<file path="src/rtl/rs_branch_pkg.sv">
// Shared types and sizes for the branch reservation station: CDB broadcast
// format, RS entry layout and the default queue depth.
package rs_branch_pkg;

    localparam int WIDTH_OP        = 4;
    localparam int WORD_SIZE_P     = 16;
    localparam int NUM_PHYS_REG    = 32;
    localparam int ROB_ENTRY       = 16;
    localparam int RS_BRANCH_DEPTH = 4;

    localparam int TAG_W = $clog2(NUM_PHYS_REG);
    localparam int ROB_W = $clog2(ROB_ENTRY);

    localparam logic [WIDTH_OP-1:0] OP_BCC = 4'h1;
    localparam logic [WIDTH_OP-1:0] OP_BL  = 4'h2;
    localparam logic [WIDTH_OP-1:0] OP_B   = 4'h3;

    typedef struct packed {
        logic                   valid;
        logic [TAG_W-1:0]       dest;
        logic [1:0]             flags;
        logic [WORD_SIZE_P-1:0] result;
    } cdb_t;

    localparam int CDB_WIDTH = $bits(cdb_t);

    typedef struct packed {
        logic                   valid;
        logic [WIDTH_OP-1:0]    opcode;
        logic [WORD_SIZE_P-1:0] pc;
        logic                   src1_rdy;
        logic [TAG_W-1:0]       src1_tag;
        logic [WORD_SIZE_P-1:0] src1_val;
        logic                   src2_rdy;
        logic [TAG_W-1:0]       src2_tag;
        logic [WORD_SIZE_P-1:0] src2_val;
        logic [ROB_W-1:0]       rob_dest;
        logic [TAG_W-1:0]       reg_dest;
    } rs_branch_entry_t;

endpackage

</file>
<file path="src/rtl/rs_branch_cdb_snoop.sv">
// cdb_snoop: combinational tag compare of one operand against every CDB port.
// On duplicate matches the lowest-numbered port supplies the value.
module cdb_snoop
    import rs_branch_pkg::*;
#(
    parameter int CDB_PORTS = 2
) (
    input  logic [CDB_PORTS*CDB_WIDTH-1:0] cdb_i,
    input  logic [TAG_W-1:0]               tag_i,
    output logic                           hit_o,
    output logic [WORD_SIZE_P-1:0]         val_o
);

    cdb_t w_port [CDB_PORTS];
    logic w_unused_flags;

    for (genvar k = 0; k < CDB_PORTS; k++) begin : g_port
        assign w_port[k] = cdb_t'(cdb_i[k*CDB_WIDTH +: CDB_WIDTH]);
    end

    // Scan from the highest port down so the lowest matching port wins.
    always_comb begin
        hit_o          = 1'b0;
        val_o          = '0;
        w_unused_flags = 1'b0;
        for (int k = CDB_PORTS - 1; k >= 0; k--) begin
            w_unused_flags = w_unused_flags ^ (^w_port[k].flags);
            if (w_port[k].valid && (w_port[k].dest == tag_i)) begin
                hit_o = 1'b1;
                val_o = w_port[k].result;
            end
        end
    end

endmodule

</file>
<file path="src/rtl/rs_branch.sv">
// Branch reservation station: age-ordered queue with CDB wakeup and oldest-ready
// issue. Optional direct issue of a ready dispatch under `RS_BRANCH_BYPASS_EN.
module rs_branch
    import rs_branch_pkg::*;
#(
    parameter int RS_DEPTH  = RS_BRANCH_DEPTH,
    parameter int CDB_PORTS = 2
) (
    input  logic                           clk_i,
    input  logic                           reset_i,
    input  logic                           flush_i,
    input  logic                           disp_v_i,
    output logic                           disp_ready_o,
    input  logic [WIDTH_OP-1:0]            disp_opcode_i,
    input  logic [WORD_SIZE_P-1:0]         disp_pc_i,
    input  logic                           disp_src1_rdy_i,
    input  logic                           disp_src2_rdy_i,
    input  logic [TAG_W-1:0]               disp_src1_tag_i,
    input  logic [TAG_W-1:0]               disp_src2_tag_i,
    input  logic [WORD_SIZE_P-1:0]         disp_src1_val_i,
    input  logic [WORD_SIZE_P-1:0]         disp_src2_val_i,
    input  logic [ROB_W-1:0]               disp_rob_dest_i,
    input  logic [TAG_W-1:0]               disp_reg_dest_i,
    input  logic [CDB_PORTS*CDB_WIDTH-1:0] cdb_i,
    output logic                           exe_v_o,
    output logic [WIDTH_OP-1:0]            opcode_o,
    output logic [WORD_SIZE_P-1:0]         pc_o,
    output logic [WORD_SIZE_P-1:0]         operand1_o,
    output logic [WORD_SIZE_P-1:0]         operand2_o,
    output logic [ROB_W-1:0]               rob_dest_o,
    output logic [TAG_W-1:0]               reg_dest_o
);

    localparam int CW = $clog2(RS_DEPTH + 1);
    localparam int IW = $clog2(RS_DEPTH);

    rs_branch_entry_t r_ent [RS_DEPTH];
    logic [CW-1:0]    r_count;

    logic                   r_exe_v;
    logic [WIDTH_OP-1:0]    r_opcode;
    logic [WORD_SIZE_P-1:0] r_pc, r_op1, r_op2;
    logic [ROB_W-1:0]       r_rob;
    logic [TAG_W-1:0]       r_reg;

    rs_branch_entry_t       w_upd   [RS_DEPTH];
    rs_branch_entry_t       w_shift [RS_DEPTH];
    rs_branch_entry_t       w_next  [RS_DEPTH];
    rs_branch_entry_t       w_new;
    logic                   w_h1 [RS_DEPTH];
    logic                   w_h2 [RS_DEPTH];
    logic [WORD_SIZE_P-1:0] w_v1 [RS_DEPTH];
    logic [WORD_SIZE_P-1:0] w_v2 [RS_DEPTH];
    logic                   w_dh1, w_dh2;
    logic [WORD_SIZE_P-1:0] w_dv1, w_dv2;
    logic                   w_sel_v, w_acc, w_byp, w_wr;
    logic [IW-1:0]          w_sel_idx;
    logic [CW-1:0]          w_wr_idx;

    assign disp_ready_o = (r_count != CW'(RS_DEPTH)) && !reset_i;

    for (genvar i = 0; i < RS_DEPTH; i++) begin : g_ent
        cdb_snoop #(.CDB_PORTS(CDB_PORTS)) u_snoop1 (
            .cdb_i(cdb_i), .tag_i(r_ent[i].src1_tag), .hit_o(w_h1[i]), .val_o(w_v1[i])
        );
        cdb_snoop #(.CDB_PORTS(CDB_PORTS)) u_snoop2 (
            .cdb_i(cdb_i), .tag_i(r_ent[i].src2_tag), .hit_o(w_h2[i]), .val_o(w_v2[i])
        );
        if (i == RS_DEPTH - 1) begin : g_top
            assign w_shift[i] = '0;
        end else begin : g_mid
            assign w_shift[i] = w_upd[i+1];
        end
    end

    cdb_snoop #(.CDB_PORTS(CDB_PORTS)) u_snoop_d1 (
        .cdb_i(cdb_i), .tag_i(disp_src1_tag_i), .hit_o(w_dh1), .val_o(w_dv1)
    );
    cdb_snoop #(.CDB_PORTS(CDB_PORTS)) u_snoop_d2 (
        .cdb_i(cdb_i), .tag_i(disp_src2_tag_i), .hit_o(w_dh2), .val_o(w_dv2)
    );

    always_comb begin
        for (int i = 0; i < RS_DEPTH; i++) begin
            w_upd[i] = r_ent[i];
            if (r_ent[i].valid && !r_ent[i].src1_rdy && w_h1[i]) begin
                w_upd[i].src1_rdy = 1'b1;
                w_upd[i].src1_val = w_v1[i];
            end
            if (r_ent[i].valid && !r_ent[i].src2_rdy && w_h2[i]) begin
                w_upd[i].src2_rdy = 1'b1;
                w_upd[i].src2_val = w_v2[i];
            end
        end
    end

    always_comb begin
        w_new          = '0;
        w_new.valid    = 1'b1;
        w_new.opcode   = disp_opcode_i;
        w_new.pc       = disp_pc_i;
        w_new.src1_tag = disp_src1_tag_i;
        w_new.src2_tag = disp_src2_tag_i;
        w_new.src1_rdy = disp_src1_rdy_i || w_dh1;
        w_new.src2_rdy = disp_src2_rdy_i || w_dh2;
        w_new.src1_val = disp_src1_rdy_i ? disp_src1_val_i : w_dv1;
        w_new.src2_val = disp_src2_rdy_i ? disp_src2_val_i : w_dv2;
        w_new.rob_dest = disp_rob_dest_i;
        w_new.reg_dest = disp_reg_dest_i;
    end

    // Oldest ready entry: scan downward so the lowest index is left selected.
    always_comb begin
        w_sel_v   = 1'b0;
        w_sel_idx = '0;
        for (int i = RS_DEPTH - 1; i >= 0; i--) begin
            if (r_ent[i].valid && r_ent[i].src1_rdy && r_ent[i].src2_rdy) begin
                w_sel_v   = 1'b1;
                w_sel_idx = IW'(i);
            end
        end
    end

    assign w_acc = disp_v_i && disp_ready_o && !flush_i;
`ifdef RS_BRANCH_BYPASS_EN
    assign w_byp = w_acc && !w_sel_v && w_new.src1_rdy && w_new.src2_rdy;
`else
    assign w_byp = 1'b0;
`endif
    assign w_wr     = w_acc && !w_byp;
    assign w_wr_idx = r_count - CW'(w_sel_v);

    always_comb begin
        for (int i = 0; i < RS_DEPTH; i++) begin
            w_next[i] = (w_sel_v && (IW'(i) >= w_sel_idx)) ? w_shift[i] : w_upd[i];
            if (w_wr && (CW'(i) == w_wr_idx)) begin
                w_next[i] = w_new;
            end
        end
    end

    always_ff @(posedge clk_i) begin
        if (reset_i) begin
            for (int i = 0; i < RS_DEPTH; i++) r_ent[i] <= '0;
            r_count  <= '0;
            r_exe_v  <= 1'b0;
            r_opcode <= '0;
            r_pc     <= '0;
            r_op1    <= '0;
            r_op2    <= '0;
            r_rob    <= '0;
            r_reg    <= '0;
        end else if (flush_i) begin
            for (int i = 0; i < RS_DEPTH; i++) r_ent[i] <= '0;
            r_count <= '0;
            r_exe_v <= 1'b0;
        end else begin
            for (int i = 0; i < RS_DEPTH; i++) r_ent[i] <= w_next[i];
            r_count <= r_count + CW'(w_wr) - CW'(w_sel_v);
            r_exe_v <= w_sel_v || w_byp;
            if (w_sel_v) begin
                r_opcode <= r_ent[w_sel_idx].opcode;
                r_pc     <= r_ent[w_sel_idx].pc;
                r_op1    <= r_ent[w_sel_idx].src1_val;
                r_op2    <= r_ent[w_sel_idx].src2_val;
                r_rob    <= r_ent[w_sel_idx].rob_dest;
                r_reg    <= r_ent[w_sel_idx].reg_dest;
            end else if (w_byp) begin
                r_opcode <= w_new.opcode;
                r_pc     <= w_new.pc;
                r_op1    <= w_new.src1_val;
                r_op2    <= w_new.src2_val;
                r_rob    <= w_new.rob_dest;
                r_reg    <= w_new.reg_dest;
            end
        end
    end

    assign exe_v_o    = r_exe_v;
    assign opcode_o   = r_opcode;
    assign pc_o       = r_pc;
    assign operand1_o = r_op1;
    assign operand2_o = r_op2;
    assign rob_dest_o = r_rob;
    assign reg_dest_o = r_reg;

endmodule

</file>
<file path="config.mk">
export PLATFORM = sky130hd
export DESIGN_NAME = rs_branch
export DESIGN_NICKNAME = d
export VERILOG_FILES = /design/src/rtl/rs_branch_pkg.sv /design/src/rtl/rs_branch_cdb_snoop.sv /design/src/rtl/rs_branch.sv
export SDC_FILE = /design/constraint.sdc
export NUM_CORES = 1
export LEC_CHECK = 0
export ABC_AREA = 1
export CORE_MARGIN = 2
export CORE_UTILIZATION = 45
export CTS_CLUSTER_SIZE = 14
export DETAILED_ROUTE_END_ITERATION = 6
export PLACE_DENSITY_LB_ADDON = 0.15
export SYNTH_ARGS = -nofsm -noshare
export SYNTH_HDL_FRONTEND = slang
export SYNTH_SLANG_ARGS = --single-unit
export TNS_END_PERCENT = 50
</file>
<file path="constraint.sdc">
create_clock -name clk_i -period 8.3 [get_ports clk_i]
set_input_delay 2.075 -clock clk_i [delete_from_list [all_inputs] [get_ports clk_i]]
set_output_delay 2.075 -clock clk_i [all_outputs]
set_load 0.02 [all_outputs]
</file>
==> results.py, run 1 <==
metrics = {
    "clocking": {
        "cts_buffers": 42,
        "cts_buffer_depth": 3,
        "cts.repair.resized": 0,
        "cts_tree": "yes",
        "clkSinkCount": 361,
        "clkTransAtPathRegs_ns": 0.06,
        "clk_latency_ns": 0.60,
        "cts_root_buffer": "clkbuf_16",
        "cts_hold_buf": 0,
        "post_cts_buffers": 0,
        "cts.htree.levels": 2,
    },
    "sta": {
        "rsz0062_at_grt": "no",
        "fin_skew_ns": 0.02442,
        "max_freq_mhz": 176.3,
        "finalHoldViolations": 0,
        "fin_crit_sh_pct": 68.35,
        "finalCriticalPeriod_ns": 5.673,
        "setup_tns_ns": 0,
        "tightestPinTransition_ns": 1.208,
        "setup_viol": 0,
        "max_slew_margin_pct": 19.44,
        "slew_viol_final": 0,
    },
    "logic_synthesis": {
        "yosysWarningCount": 0,
        "seq_area_frac_synth_pct": 37.06,
        "async_flop_share_pct": 0,
        "synthesis.area_um2": 25500,
        "ys_ff_latch": 361,
        "synth.avg_cell_area_um2": 6.549,
        "synthCells": 3893,
        "synth-main-ff-cell": "edfxtp_1",
        "synth_cell_types": 43,
        "synth_edf_count": 222,
    },
    "die": {
        "core.rowCount": 87,
        "dieHeight_um": 242.0,
        "io_pins": 188,
        "coreArea_um2": 56170,
        "start_util_pct": 45.39,
        "dieWidth_um": 242.0,
        "die-area_um2": 58580,
    },
    "run_status": {
        "status": "finished with violations",
        "violations": "DRC",
    },
    "critical_path": {
        "end_kind": "flop",
        "crit_fanout": 19,
        "reg2reg_depth": 16,
        "arrival_ns": 6.01,
        "crit_type": "input pin to flop",
        "cp-start-kind": "input pin",
        "crit_required_ns": 8.64,
    },
    "routing": {
        "first_iter_violations": 3369,
        "drc": 31,
        "avgViaCountPerCell": 5.663,
        "wl_per_cell_um": 20.66,
        "ant_nets": 0,
        "drt_first_pass_iters": 7,
        "drt-total-wl_mm": 98.02,
        "vias": 26869,
    },
    "cells_and_area": {
        "drive_gt1_share_pct": 5.569,
        "fin_cells": 4745,
        "layout.nets": 4083,
        "areaGrowthSynthToFinish_pct": 13.51,
    },
    "grt": {
        "gr-usage-met3_pct": 6.824,
        "grt_pass1_vias": 25048,
        "grtUsageMet2_pct": 51.46,
        "busiest_layer": "met2",
        "grt_max_degree": 99,
        "grt_overflow": 0,
        "grt_pass1_wl_mm": 148.7,
        "grt_antenna_before_repair": 3,
        "grtUsageMet1_pct": 42.74,
        "track_usage_pct": 32.60,
    },
    "placed_design": {
        "io_buffers": 183,
        "dp.final_hpwl_mm": 60.76,
        "globalplace.congestion": 0.9180,
        "dp.cells": 4664,
    },
    "pwr": {
        "ir_worst_vdd_mv": 0.1499,
        "p_leak_nw": 12.76,
        "powerDensity_nw_per_um2": 159.8,
    },
    "flow_run": {
        "maxCapViolations": 0,
    },
    "min_path": {
        "min_path_type": "flop to flop",
        "hold_depth": 2,
    },
}
stage by stage:
stage | util (%) | area (µm²) | setup slack, ns | power, W | hold slack (ns)
floorplan | - | 25750 | 3.497 | 0.002480 | 0.4768
global placement | 49.08 | 27570 | 2.216 | 0.002755 | 0.4956
detailed placement | 49.08 | 27570 | 2.180 | 0.002759 | 0.4965
CTS | 51.51 | 28930 | 2.798 | 0.004628 | 0.5112
global route | 51.52 | 28940 | 2.453 | 0.004789 | 0.5480
finish | 51.52 | 28940 | 2.627 | 0.004626 | 0.5138
cell families after synthesis:
family          count (synthesis)  synth area share, %
compound gates                679                14.94
xor+xnor                        6               0.2061
buf+inv                       735                11.76
other cells                     1              0.01471
simple gates                 2105                35.69
fa+ha+maj                       6               0.3239
flops                         361                37.06
metal layers:
| metal | up-vias | share of wire [%] |
|---|---|---|
| met5 | - | 0 |
| met4 | 0 | 4.1 |
| met3 | 276 | 11 |
| met2 | 1590 | 45 |
| met1 | 12155 | 39 |
| li1 | 12848 | - |
cell usage after synthesis, types with 4 or more instances:
library cell / n / share of area, %
buf_6: 10 / 0.44
nand3_1: 484 / 9.5
a21oi_1: 224 / 4.4
nor2_2: 16 / 0.39
nand2_1: 991 / 15
nand3_4: 4 / 0.27
buf_4: 13 / 0.38
o21ai_1: 64 / 1.3
o32ai_1: 33 / 1.1
or2_2: 17 / 0.42
buf_2: 88 / 1.7
nand4_1: 92 / 2.3
nand2_4: 4 / 0.18
o21ai_0: 256 / 5.0
inv_1: 432 / 6.4
nor2_1: 450 / 6.6
ha_1: 5 / 0.25
buf_1: 15 / 0.22
nor2_4: 11 / 0.49
inv_2: 28 / 0.41
xor2_1: 5 / 0.17
o211ai_1: 37 / 1.1
nor3_1: 6 / 0.12
a22oi_1: 39 / 1.1
a21oi_4: 6 / 0.38
nand2_2: 19 / 0.47
nand3_2: 7 / 0.27
edfxtp_1: 222 / 26
o22ai_1: 15 / 0.37
clkbuf_1: 145 / 2.1
dfxtp_1: 139 / 11
sequential cells by signal, indices dropped and copies added, names as in the netlist:
| signal | count |
|---|---|
| operand2_o | 16 |
| exe_v_o | 1 |
| pc_o | 16 |
| rob_dest_o | 4 |
| opcode_o | 4 |
| r_ent | 296 |
| operand1_o | 16 |
| reg_dest_o | 5 |
| r_count | 3 |
worst paths after layout:
kind,slack [ns],from,end
max,2.63,cdb_i[19],r_ent[1][17]
min,0.51,r_ent[2][3],r_ent[2][3]
max reg2reg,3.74,r_ent[1][52],r_ent[2][15]
min reg2reg,0.51,r_ent[2][3],r_ent[2][3]
worst max-delay path: stages:
cell	delay [ns]
clkdlybuf4s50_1	0.87
inv_1	0.35
nand2_1	0.13
nand2_1	0.07
nor2_2	0.62
nand3_2	0.62
nand2_2	0.24
nand2_4	0.22
clkinv_2	0.32
nand2_1	0.15
nand3_1	0.09
nand3_1	0.09
nand2_1	0.07
inv_1	0.06
final cells by class:
class / count / area [µm²]
antenna: 3 / 7.507
clock buffer: 55 / 1130
clock inverter: 23 / 232.7
fill: 5874 / 27230
inverter: 464 / 1752
multi-input combinational: 2866 / 13350
sequential: 361 / 9449
tap: 756 / 945.9
timing repair buffer: 217 / 2077
report_power, final:
group / internal (W) / switching [W] / leakage, nW
registers: 0.00199 / 0.0000378 / 3.55
logic: 0.000207 / 0.000513 / 8.55
clock network: 0.00106 / 0.000821 / 0.659
cells in the final DEF, fill, tap and decap left out, types with 5 or more instances in the layout:
cell,instances
clkdlybuf4s50_1,181
nand4_1,92
o32ai_1,33
xor2_1,5
o21ai_1,64
nand3_2,8
inv_1,430
nor2_4,13
inv_2,29
nand2_4,6
nor2_2,15
clkbuf_1,10
a22oi_1,39
buf_4,34
nand2_2,22
edfxtp_1,222
clkbuf_16,42
nor3_1,6
nand3_1,483
nand2_1,986
o22ai_1,15
o21ai_0,256
o211ai_1,37
conb_1,70
dfxtp_1,139
clkinv_2,9
clkinv_1,8
or2_2,17
ha_1,5
a21oi_1,224
nor2_1,449
a21oi_4,6
(Power assumes the default switching activity.)
==> run 2, diff against run 1 <==
==> constraint.sdc (replaced) <==
create_clock -name clk_i -period 5.8 [get_ports clk_i]
set_input_delay 1.45 -clock clk_i [delete_from_list [all_inputs] [get_ports clk_i]]
set_output_delay 1.45 -clock clk_i [all_outputs]
set_load 0.02 [all_outputs]
==> run 2 against run 1 <==
The flow now finishes without violations. Via count is 1.4% higher. Critical endpoint is now r_ent[3][32]. First-iteration DRC count is 2.7% higher. Sequential power is 44% higher. Clock power is 62% higher. Register-to-register slack worse by 2.2 ns.
==> results.py, run 2 (same netlist as run 1, synthesis figures left out) <==
metrics = {
    "min_path": {
        "min_path_type": "flop to flop",
        "min_delay_worst_endpoint": "r_ent[2][53]",
        "min_from": "r_ent[2][53]",
        "hold_depth": 2,
    },
    "clocking": {
        "cts_tree": "yes",
        "cts_root_buffer": "clkbuf_16",
        "cts.htree.levels": 2,
        "cts_buffers": 44,
        "clkTransAtPathRegs_ns": 0.06,
        "post_cts_buffers": 0,
        "cts.repair.resized": 0,
        "clkSinkCount": 361,
        "clk_latency_ns": 0.61,
        "cts_hold_buf": 0,
        "cts_buffer_depth": 3,
    },
    "pwr": {
        "p_clk_share_pct": 43.6,
        "p_int_w": 0.005002,
        "ir_worst_vdd_mv": 0.2113,
        "powerDensity_nw_per_um2": 237.4,
        "p_leak_nw": 13.06,
        "p_seq_share_pct": 41.4,
        "p_switching_w": 0.001997,
        "p_sw_share_pct": 28.54,
        "combPwrFrac_pct": 14.9,
    },
    "routing": {
        "first_iter_violations": 3461,
        "drc": 0,
        "ant_nets": 0,
        "drt-total-wl_mm": 99.11,
        "vias": 27257,
        "drt_first_pass_iters": 6,
        "wl_per_cell_um": 20.70,
        "avgViaCountPerCell": 5.694,
    },
    "die": {
        "start_util_pct": 45.39,
        "die-area_um2": 58580,
        "dieHeight_um": 242.0,
        "core.rowCount": 87,
        "coreArea_um2": 56170,
        "dieWidth_um": 242.0,
        "io_pins": 188,
    },
    "critical_path": {
        "reg2reg_depth": 16,
        "crit_required_ns": 6.11,
        "arrival_ns": 4.66,
        "cp_cell_sequence": "clkdlybuf4s50_1, inv_2, nor2_1, a21oi_4, nand3_4, nand2_2, nand2_4, inv_4, nand2_1, nand3_1, o21ai_0",
        "r2r_start": "r_ent[2][73]",
        "ff2ff_setup_slack_ns": 1.56,
        "end_kind": "flop",
        "crit_type": "input pin to flop",
        "path_buf_inv": 3,
        "r2r-end": "r_ent[1][23]",
        "cp_slowest_cell": "clkdlybuf4s50_1",
        "crit_fanout": 18,
        "cp_slowest_stage_delay_ns": 0.74,
        "cp-start-kind": "input pin",
        "critPathTopFamily": "buffers and inverters",
    },
    "cells_and_area": {
        "largest_reg_flops": 296,
        "final_common_cell": "nand2_1",
        "nFillCells": 5792,
        "regMostFlops": "r_ent",
        "areaGrowthSynthToFinish_pct": 15.62,
        "fin_util_pct": 52.48,
        "final_cell_mix": "nand2_1 (986), nand3_1 (483), nor2_1 (449)",
        "drive_gt1_share_pct": 6.802,
        "layout.nets": 4123,
    },
    "sta": {
        "fin_skew_ns": 0.03075,
        "setup_viol": 0,
        "rsz0062_at_grt": "no",
        "finalCriticalPeriod_ns": 4.352,
        "setup_tns_ns": 0,
        "tightestPinTransition_ns": 1.135,
        "finalHoldViolations": 0,
        "max_freq_mhz": 229.8,
        "fin_crit_sh_pct": 75.03,
        "max_slew_margin_pct": 24.32,
        "slew_viol_final": 0,
    },
    "grt": {
        "grt_max_degree": 90,
        "grt_antenna_before_repair": 3,
        "track_usage_pct": 32.69,
        "grt_pass1_vias": 25544,
        "grt_pass1_wl_mm": 149.8,
        "grt_overflow": 0,
    },
    "placed_design": {
        "globalplace.congestion": 0.9186,
        "io_buffers": 183,
        "dp.final_hpwl_mm": 61.73,
    },
    "flow_run": {
        "maxCapViolations": 0,
    },
    "run_status": {
        "status": "finished clean",
    },
}
==> run 2: changes by cell type in the layout (fill, tap and decap cells not counted) <==
| cell | before | now |
|---|---|---|
| clkbuf_16 | 42 | 44 |
| clkinv_2 | 9 | 8 |
| clkinv_8 | 2 | 1 |
| bufinv_16 | 3 | 7 |
| buf_12 | 0 | 1 |
| buf_4 | 34 | 71 |
| clkbuf_1 | 10 | 6 |
| clkbuf_8 | 3 | 10 |
| inv_2 | 29 | 30 |
| inv_16 | 0 | 1 |
| clkinv_1 | 8 | 2 |
| clkinvlp_4 | 2 | 3 |
==> run 2: cell type report <==
class                   instances  area, µm²  share of cell area, %
repair buffers                255       2375                  8.056
well taps                     756      945.9                  3.209
clock inverters                22      341.6                  1.159
inverters                     464       1750                  5.938
clock buffers                  60       1261                  4.279
multi-input cells            2866      13350                  45.28
diodes                          3      7.507                0.02547
flip-flops and latches        361       9449                  32.06
==> run 2: worst register-to-register path: cells and delay by family, from the launching register on <==
family | cells | cell delay [ns]
buffers and inverters | 4 | 1.48
and+or+nand+nor | 8 | 1.18
DFF | 1 | 0.57
adders and majority gates | 2 | 0.33
xor gates and xnor gates | 1 | 0.29
AOI/OAI and AO/OA | 1 | 0.24
==> run 2: worst max path at each step <==
stage                       startpoint            to  slack [ns]  depth (start not counted)
after floorplan                flush_i  r_ent[3][37]        1.93                         11
after detailed placement     cdb_i[20]  r_ent[3][33]        0.95                         11
after global placement       cdb_i[20]  r_ent[3][33]        0.98                         11
after global routing      r_ent[2][73]  r_ent[1][14]        1.41                         16
final                        cdb_i[20]  r_ent[3][32]        1.45                         11
after CTS                    cdb_i[20]  r_ent[3][33]        1.59                         11
==> run 2: power groups by stage <==
| stage | Clock [W] | Sequential [W] | Combinational, W |
|---|---|---|---|
| after detailed placement | 0 | 0.00295 | 0.00101 |
| after floorplan | 0 | 0.00295 | 0.000597 |
| after global routing | 0.00319 | 0.00291 | 0.00112 |
| after global placement | 0 | 0.00295 | 0.00101 |
| after CTS | 0.00309 | 0.00290 | 0.00102 |
| final | 0.00305 | 0.00290 | 0.00105 |
==> run 2: stage by stage <==
step	total power [W]	instance area, µm²	hold slack (ns)	cells	worst slack, ns
2_1_floorplan	0.003550	25750	0.4768	3962	1.926
3_3_place_gp	0.003955	27870	0.4947	4702	0.9825
3_5_place_dp	0.003962	27870	0.5011	4702	0.9542
4_1_cts	0.007000	29470	0.5145	4784	1.586
5_1_grt	0.007218	29480	0.5543	4787	1.408
6_report	0.006999	29480	0.5119	4787	1.448
==> run 2: routing by layer <==
metal | wire (µm) | up-vias | GRT usage (%)
li1 | - | 12929 | -
met1 | 39710 | 12373 | 42.85
met2 | 44540 | 1665 | 52.48
met3 | 10730 | 290 | 6.181
met4 | 4122 | 0 | 14.58
met5 | 0 | - | 0
